==> config.mk <==
export PLATFORM = sky130hd
export DESIGN_NAME = hazard_control_unit_flat
export DESIGN_NICKNAME = d
export VERILOG_FILES = /design/src/rtl/hazard_control_unit_if.sv /design/src/rtl/hazard_control_unit.sv /design/src/flat_wrapper.sv
export SDC_FILE = /design/constraint.sdc
export NUM_CORES = 1
export LEC_CHECK = 0
export CORE_UTILIZATION = 38
export DETAILED_ROUTE_END_ITERATION = 8
export GPL_TIMING_DRIVEN = 0
export PLACE_DENSITY = 0.82
export SYNTH_ARGS = -nofsm -noshare
export SYNTH_HDL_FRONTEND = slang
export SYNTH_SLANG_ARGS = --single-unit
==> constraint.sdc <==
create_clock -name Clk -period 1.6 [get_ports Clk]
set_input_delay 0.32 -clock Clk [delete_from_list [all_inputs] [get_ports Clk]]
set_output_delay 0.32 -clock Clk [all_outputs]
set_load 0.05 [all_outputs]
==> src/rtl/hazard_control_unit_if.sv <==
// Pipeline-side signal bundle for hazard_control_unit.
// slave: the hazard unit (samples pipeline fields, drives controls).
// master: the pipeline (drives fields, samples controls).
interface hazard_control_unit_if;
  logic [3:0]  ID_Rn, ID_Rm, ID_Rd;
  logic        ID_uses_Rn, ID_uses_Rm, ID_uses_Rd;
  logic        ID_branch_taken;
  logic [3:0]  EX_Rd, MEM_Rd, WB_Rd;
  logic        EX_RF_enable, MEM_RF_enable, WB_RF_enable;
  logic        EX_load_instr;
  logic        PC_enable;
  logic        IF_ID_enable;
  logic        IF_ID_flush;
  logic        NOP_select;
  logic [1:0]  fwd_A, fwd_B, fwd_D;
  logic [15:0] stall_count, flush_count;

  modport slave (
    input  ID_Rn, ID_Rm, ID_Rd, ID_uses_Rn, ID_uses_Rm, ID_uses_Rd,
    input  ID_branch_taken, EX_Rd, MEM_Rd, WB_Rd,
    input  EX_RF_enable, MEM_RF_enable, WB_RF_enable, EX_load_instr,
    output PC_enable, IF_ID_enable, IF_ID_flush, NOP_select,
    output fwd_A, fwd_B, fwd_D, stall_count, flush_count
  );

  modport master (
    output ID_Rn, ID_Rm, ID_Rd, ID_uses_Rn, ID_uses_Rm, ID_uses_Rd,
    output ID_branch_taken, EX_Rd, MEM_Rd, WB_Rd,
    output EX_RF_enable, MEM_RF_enable, WB_RF_enable, EX_load_instr,
    input  PC_enable, IF_ID_enable, IF_ID_flush, NOP_select,
    input  fwd_A, fwd_B, fwd_D, stall_count, flush_count
  );
endinterface

==> src/rtl/hazard_control_unit.sv <==
// Hazard/sequencing controller for the 5-stage ARM pipeline: post-reset
// warm-up, single-cycle load-use stall, branch flush and operand forwarding.
// Optional macro HAZARD_PERF_CNT_EN enables saturating stall/flush counters;
// without it stall_count/flush_count are tied to zero.
module hazard_control_unit #(
  parameter int unsigned WARMUP_CYCLES = 3
) (
  input logic               Clk,
  input logic               Reset,
  hazard_control_unit_if.slave hz
);

  typedef enum logic [1:0] {WARMUP, RUN, STALL} state_e;

  localparam logic [15:0] WARM_LAST = 16'(WARMUP_CYCLES - 1);

  state_e      state_q, state_d;
  logic [15:0] warm_cnt_q, warm_cnt_d;
  logic        load_use;
  logic        pc_en, ifid_en, nop_sel, ifid_flush;
  logic        enter_stall;

  // Forward select for one source operand; EX is skipped for loads.
  function automatic logic [1:0] fwd_sel(
    input logic       uses,
    input logic [3:0] r,
    input logic       ex_ok,
    input logic [3:0] ex_rd,
    input logic       mem_ok,
    input logic [3:0] mem_rd,
    input logic       wb_ok,
    input logic [3:0] wb_rd
  );
    logic [1:0] sel;
    sel = 2'b00;
    if (uses && r != 4'd15) begin
      if (ex_ok && ex_rd == r)        sel = 2'b01;
      else if (mem_ok && mem_rd == r) sel = 2'b10;
      else if (wb_ok && wb_rd == r)   sel = 2'b11;
    end
    return sel;
  endfunction

  // Load-use detection against the destination of the load in EX.
  always_comb begin
    load_use = hz.EX_load_instr & hz.EX_RF_enable &
               ((hz.ID_uses_Rn & (hz.ID_Rn == hz.EX_Rd)) |
                (hz.ID_uses_Rm & (hz.ID_Rm == hz.EX_Rd)) |
                (hz.ID_uses_Rd & (hz.ID_Rd == hz.EX_Rd)));
  end

  // State and warm-up counter registers.
  always_ff @(posedge Clk) begin
    if (Reset) begin
      state_q    <= WARMUP;
      warm_cnt_q <= '0;
    end else begin
      state_q    <= state_d;
      warm_cnt_q <= warm_cnt_d;
    end
  end

  // Next-state and Mealy control outputs.
  always_comb begin
    state_d     = state_q;
    warm_cnt_d  = warm_cnt_q;
    pc_en       = 1'b1;
    ifid_en     = 1'b1;
    nop_sel     = 1'b0;
    ifid_flush  = 1'b0;
    enter_stall = 1'b0;
    case (state_q)
      WARMUP: begin
        warm_cnt_d = warm_cnt_q + 16'd1;
        if (warm_cnt_q == WARM_LAST) state_d = RUN;
      end
      RUN: begin
        if (load_use) begin
          // Stall beats a taken branch; the branch flushes next cycle.
          pc_en       = 1'b0;
          ifid_en     = 1'b0;
          enter_stall = 1'b1;
          state_d     = STALL;
        end else begin
          nop_sel    = 1'b1;
          ifid_flush = hz.ID_branch_taken;
        end
      end
      STALL: begin
        nop_sel    = 1'b1;
        ifid_flush = hz.ID_branch_taken;
        state_d    = RUN;
      end
      default: state_d = WARMUP;
    endcase
  end

  assign hz.PC_enable    = pc_en;
  assign hz.IF_ID_enable = ifid_en;
  assign hz.NOP_select   = nop_sel;
  assign hz.IF_ID_flush  = ifid_flush;

  assign hz.fwd_A = fwd_sel(hz.ID_uses_Rn, hz.ID_Rn,
                            hz.EX_RF_enable & ~hz.EX_load_instr, hz.EX_Rd,
                            hz.MEM_RF_enable, hz.MEM_Rd, hz.WB_RF_enable, hz.WB_Rd);
  assign hz.fwd_B = fwd_sel(hz.ID_uses_Rm, hz.ID_Rm,
                            hz.EX_RF_enable & ~hz.EX_load_instr, hz.EX_Rd,
                            hz.MEM_RF_enable, hz.MEM_Rd, hz.WB_RF_enable, hz.WB_Rd);
  assign hz.fwd_D = fwd_sel(hz.ID_uses_Rd, hz.ID_Rd,
                            hz.EX_RF_enable & ~hz.EX_load_instr, hz.EX_Rd,
                            hz.MEM_RF_enable, hz.MEM_Rd, hz.WB_RF_enable, hz.WB_Rd);

`ifdef HAZARD_PERF_CNT_EN
  logic [15:0] stall_cnt_q, flush_cnt_q;

  // Saturating event counters.
  always_ff @(posedge Clk) begin
    if (Reset) begin
      stall_cnt_q <= '0;
      flush_cnt_q <= '0;
    end else begin
      if (enter_stall && stall_cnt_q != '1) stall_cnt_q <= stall_cnt_q + 16'd1;
      if (ifid_flush && flush_cnt_q != '1)  flush_cnt_q <= flush_cnt_q + 16'd1;
    end
  end

  assign hz.stall_count = stall_cnt_q;
  assign hz.flush_count = flush_cnt_q;
`else
  logic unused_ok;
  assign unused_ok      = enter_stall;
  assign hz.stall_count = '0;
  assign hz.flush_count = '0;
`endif

endmodule

==> src/flat_wrapper.sv <==
// flat-port wrapper written by rule: the top's interface ports become plain ports
module hazard_control_unit_flat 
#(
  parameter int unsigned WARMUP_CYCLES = 3
)
  (Clk, Reset, hz_ID_Rn, hz_ID_Rm, hz_ID_Rd, hz_ID_uses_Rn, hz_ID_uses_Rm, hz_ID_uses_Rd, hz_ID_branch_taken, hz_EX_Rd, hz_MEM_Rd, hz_WB_Rd, hz_EX_RF_enable, hz_MEM_RF_enable, hz_WB_RF_enable, hz_EX_load_instr, hz_PC_enable, hz_IF_ID_enable, hz_IF_ID_flush, hz_NOP_select, hz_fwd_A, hz_fwd_B, hz_fwd_D, hz_stall_count, hz_flush_count);
  hazard_control_unit_if hz_i ();
  input logic Clk;
  input logic Reset;
  input wire logic [$bits(hz_i.ID_Rn)-1:0] hz_ID_Rn;
  input wire logic [$bits(hz_i.ID_Rm)-1:0] hz_ID_Rm;
  input wire logic [$bits(hz_i.ID_Rd)-1:0] hz_ID_Rd;
  input wire logic [$bits(hz_i.ID_uses_Rn)-1:0] hz_ID_uses_Rn;
  input wire logic [$bits(hz_i.ID_uses_Rm)-1:0] hz_ID_uses_Rm;
  input wire logic [$bits(hz_i.ID_uses_Rd)-1:0] hz_ID_uses_Rd;
  input wire logic [$bits(hz_i.ID_branch_taken)-1:0] hz_ID_branch_taken;
  input wire logic [$bits(hz_i.EX_Rd)-1:0] hz_EX_Rd;
  input wire logic [$bits(hz_i.MEM_Rd)-1:0] hz_MEM_Rd;
  input wire logic [$bits(hz_i.WB_Rd)-1:0] hz_WB_Rd;
  input wire logic [$bits(hz_i.EX_RF_enable)-1:0] hz_EX_RF_enable;
  input wire logic [$bits(hz_i.MEM_RF_enable)-1:0] hz_MEM_RF_enable;
  input wire logic [$bits(hz_i.WB_RF_enable)-1:0] hz_WB_RF_enable;
  input wire logic [$bits(hz_i.EX_load_instr)-1:0] hz_EX_load_instr;
  output wire logic [$bits(hz_i.PC_enable)-1:0] hz_PC_enable;
  output wire logic [$bits(hz_i.IF_ID_enable)-1:0] hz_IF_ID_enable;
  output wire logic [$bits(hz_i.IF_ID_flush)-1:0] hz_IF_ID_flush;
  output wire logic [$bits(hz_i.NOP_select)-1:0] hz_NOP_select;
  output wire logic [$bits(hz_i.fwd_A)-1:0] hz_fwd_A;
  output wire logic [$bits(hz_i.fwd_B)-1:0] hz_fwd_B;
  output wire logic [$bits(hz_i.fwd_D)-1:0] hz_fwd_D;
  output wire logic [$bits(hz_i.stall_count)-1:0] hz_stall_count;
  output wire logic [$bits(hz_i.flush_count)-1:0] hz_flush_count;
  assign hz_i.ID_Rn = hz_ID_Rn;
  assign hz_i.ID_Rm = hz_ID_Rm;
  assign hz_i.ID_Rd = hz_ID_Rd;
  assign hz_i.ID_uses_Rn = hz_ID_uses_Rn;
  assign hz_i.ID_uses_Rm = hz_ID_uses_Rm;
  assign hz_i.ID_uses_Rd = hz_ID_uses_Rd;
  assign hz_i.ID_branch_taken = hz_ID_branch_taken;
  assign hz_i.EX_Rd = hz_EX_Rd;
  assign hz_i.MEM_Rd = hz_MEM_Rd;
  assign hz_i.WB_Rd = hz_WB_Rd;
  assign hz_i.EX_RF_enable = hz_EX_RF_enable;
  assign hz_i.MEM_RF_enable = hz_MEM_RF_enable;
  assign hz_i.WB_RF_enable = hz_WB_RF_enable;
  assign hz_i.EX_load_instr = hz_EX_load_instr;
  assign hz_PC_enable = hz_i.PC_enable;
  assign hz_IF_ID_enable = hz_i.IF_ID_enable;
  assign hz_IF_ID_flush = hz_i.IF_ID_flush;
  assign hz_NOP_select = hz_i.NOP_select;
  assign hz_fwd_A = hz_i.fwd_A;
  assign hz_fwd_B = hz_i.fwd_B;
  assign hz_fwd_D = hz_i.fwd_D;
  assign hz_stall_count = hz_i.stall_count;
  assign hz_flush_count = hz_i.flush_count;
  hazard_control_unit #(.WARMUP_CYCLES(WARMUP_CYCLES)) u_core (.Clk(Clk), .Reset(Reset), .hz(hz_i));
endmodule
==> results of run 1 <==
registers in the layout (all words and copies together) (netlist names):
name               flops
u_core.warm_cnt_q     16
u_core.state_q         2
cell families after synthesis:
| family | Yosys count | share of synthesized area, % |
|---|---|---|
| buffers and inverters | 45 | 17.1 |
| other | 1 | 0.216 |
| multiplexers | 1 | 0.577 |
| adder cells (fa/ha/maj) | 6 | 4.33 |
| XOR/XNOR | 48 | 24.2 |
| AND/OR/NAND/NOR | 84 | 25.8 |
| AO/OA/AOI/OAI | 20 | 7.00 |
| flip-flops | 18 | 20.8 |
routing by layer:
layer  global-route usage (%)  part of all wire [%]
met5                        0                     0
met3                     1.74                   4.0
met4                     6.35                   3.5
met2                     33.3                    50
met1                     24.4                    42
critical path: stages:
cell,delay [ns]
buf_2,0.15
xnor2_1,0.18
nand4_1,0.17
o22a_2,0.29
a21oi_4,0.20
nand2_4,0.07
buf_6,0.12
buf_8,0.14
layout by cell type (no fill, tap or decap), types with 3 or more instances in the layout:
| cell type | count |
|---|---|
| inv_1 | 6 |
| xor2_1 | 20 |
| nor3_2 | 4 |
| nor4_4 | 4 |
| o21ai_0 | 4 |
| buf_2 | 8 |
| xnor2_1 | 19 |
| nor2_1 | 17 |
| nor3_1 | 4 |
| dlygate4sd2_1 | 6 |
| buf_8 | 7 |
| nand4_1 | 8 |
| buf_6 | 18 |
| conb_1 | 32 |
| ha_1 | 4 |
| a21oi_2 | 3 |
| dfxtp_1 | 14 |
| clkbuf_8 | 3 |
| xor2_2 | 6 |
| dfxtp_2 | 3 |
| buf_4 | 49 |
| nor2_4 | 5 |
| nand2_1 | 13 |
| nand3_1 | 9 |
power by group through the flow:
| stage | registers (uW) | logic [uW] | clock network [uW] |
|---|---|---|---|
| global placement | 544 | 859 | 0 |
| CTS | 540 | 1040 | 310 |
| floorplan | 537 | 672 | 0 |
| global route | 571 | 1210 | 339 |
| detailed placement | 548 | 874 | 0 |
| finish | 564 | 1130 | 316 |
worst paths after layout:
kind	from	end	slack (ns)	cells after the start
min reg2reg	u_core.warm_cnt_q[1]	u_core.warm_cnt_q[1]	0.53	2
min	Reset	u_core.warm_cnt_q[13]	0.44	2
max	hz_ID_Rn[0]	hz_PC_enable	-0.35	8
max reg2reg	u_core.state_q[0]	u_core.warm_cnt_q[11]	-0.07	7
layout make-up:
class	instances	area [um2]	area share [%]
Sequential cell	18	368	12.8
Inverter	9	36.3	1.26
Clock buffer	3	41.3	1.43
Tap cell	52	65.1	2.26
Multi-Input combinational cell	191	1540	53.4
Buffer	35	259	8.98
Timing Repair Buffer	60	574	19.9
through the flow:
step	hold WS (ns)	cell area, um2	cells	power [uW]
floorplan	0.472	1940	254	1210
global placement	0.491	2420	348	1400
detailed placement	0.506	2420	348	1420
CTS	0.442	2720	365	1890
global route	0.498	2880	368	2120
finish	0.439	2880	368	2010
repair_timing:
item,in CTS,in global routing
buffers inserted,14,4
pin swaps,38,31
gates resized for setup,225,43
setup endpoints to repair,20,19
==> reports/qor.csv, run 1 <==
stage,metric,value,unit
logic_synthesis,synth_edf_count,0,
worst_setup_path,critPathCaptureType,output pin,
cts,cts.sinks,18,
cts,path_clk_slew,0.07,ns
floorplan,fp.dieW,69.6,um
cts,cts_buffers,3,
cts,cts_buffer_depth,2,
power,power.density,696,nW/um2
timing,setup_ws,-0.353,ns
logic_synthesis,netlist_instances,223,
placed_design,dpl.hpwl,3300,um
cts,cts-hold-fix-buffers,0,
global_route,grt_pass1_wl,7670,um
timing,final.period_utilization,122,%
placed_design,portBuffers,42,
timing,rsz0062_at_grt,true,
logic_synthesis,synth_area_leaders,"dfxtp_1, buf_4, xor2_1",
finish,final_layout_size_suffix_gt1_share,44.9,%
power,peakVddDrop,627,uV
timing,finalMaxSlewViolations,0,
worst_setup_path,cp_max_fo,4,
floorplan,initial_core_util,39.6,%
logic_synthesis,synth.yosys.seq_area_share,20.8,%
floorplan,dieArea,4840,um2
routing,vias,1777,
power,power_frac_seq,28.1,%
routing,totalWireLength,5010,um
global_route,antenna_found_initial,0,
cts,htree_levels,1,
floorplan,ios,76,
timing,layout_min_cycle_time,1.95,ns
logic_synthesis,async_flop_share,0,%
status,status,"finished, violations left",
power,p_sw,836,uW
power,p_int,1170,uW
logic_synthesis,avgSynthCellArea,7.78,um2
timing,finClkSkew,0.00335,ns
routing,drc,0,
worst_setup_path,cp-start-kind,primary input,
power,swShare,41.6,%
global_route,grt_pass1_vias,1673,
status,violations,negative setup slack,
timing,finalSetupViolations,13,
logic_synthesis,ys_types,32,
logic_synthesis,synth_area_leader_cell,dfxtp_1,
timing,hold_viol,0,
run,maxCapViolCount,0,
cts,cts_tree,done,
worst_setup_path,cp.arrival,1.63,ns
routing,wl_per_cell,13.6,um
cts,clock_latency,0.25,ns
power,p_comb_share,56.2,%
worst_setup_path,worstPathRequired,1.28,ns
power,leakagePower,0.00129,uW
finish,nFillCells,346,
logic_synthesis,synth_most_common_cell,buf_4,
routing,drtPass1Iterations,4,
logic_synthesis,synth_flop_cell,dfxtp_1,
hold_path,hold_class,in -> reg,
logic_synthesis,synth_warnings,0,
power,clkPwrFrac,15.7,%
routing,drtAntennaViolNets,0,
logic_synthesis,synth.ff_latch_count,18,
finish,area_growth,66.3,%
cts,cts_root_buf,clkbuf_8,
placed_design,place.gp.congestion,0.845,
floorplan,die_h,69.6,um
logic_synthesis,netlist_area,1730,um2
global_route,grt_use_total,19.0,%
placed_design,preCtsSetupSlack,-1.42,ns
logic_synthesis,synth_top_area_share,20.8,%
timing,max_clock_freq,0.512,GHz
routing,avgViaCountPerCell,4.83,
routing,drt-initial-drc-count,101,
finish,fin_util,65.8,%
global_route,grt_start_max_net_pins,11,
worst_setup_path,worstSetupPathType,in -> out,
timing,tns,-2.69,ns
floorplan,core,4380,um2
global_route,grt_overflow,0,
logic_synthesis,synthTopCellsByCount,"buf_4, xor2_1, nor2_1, xnor2_1, dfxtp_1",
finish,num_antenna_cells,0,
finish,final_nets,358,
floorplan,row_count,24,
(Power assumes the default switching activity.)
==> inputs of run 2 (changes only) <==
--- a/config.mk
+++ b/config.mk
@@ -7,6 +7,7 @@
 export LEC_CHECK = 0
 export CORE_UTILIZATION = 38
 export DETAILED_ROUTE_END_ITERATION = 8
+export GPL_ROUTABILITY_DRIVEN = 0
 export GPL_TIMING_DRIVEN = 0
 export PLACE_DENSITY = 0.82
 export SYNTH_ARGS = -nofsm -noshare
==> results of run 2 <==
The final DEF is identical to that of run 1; final timing and power are the same.
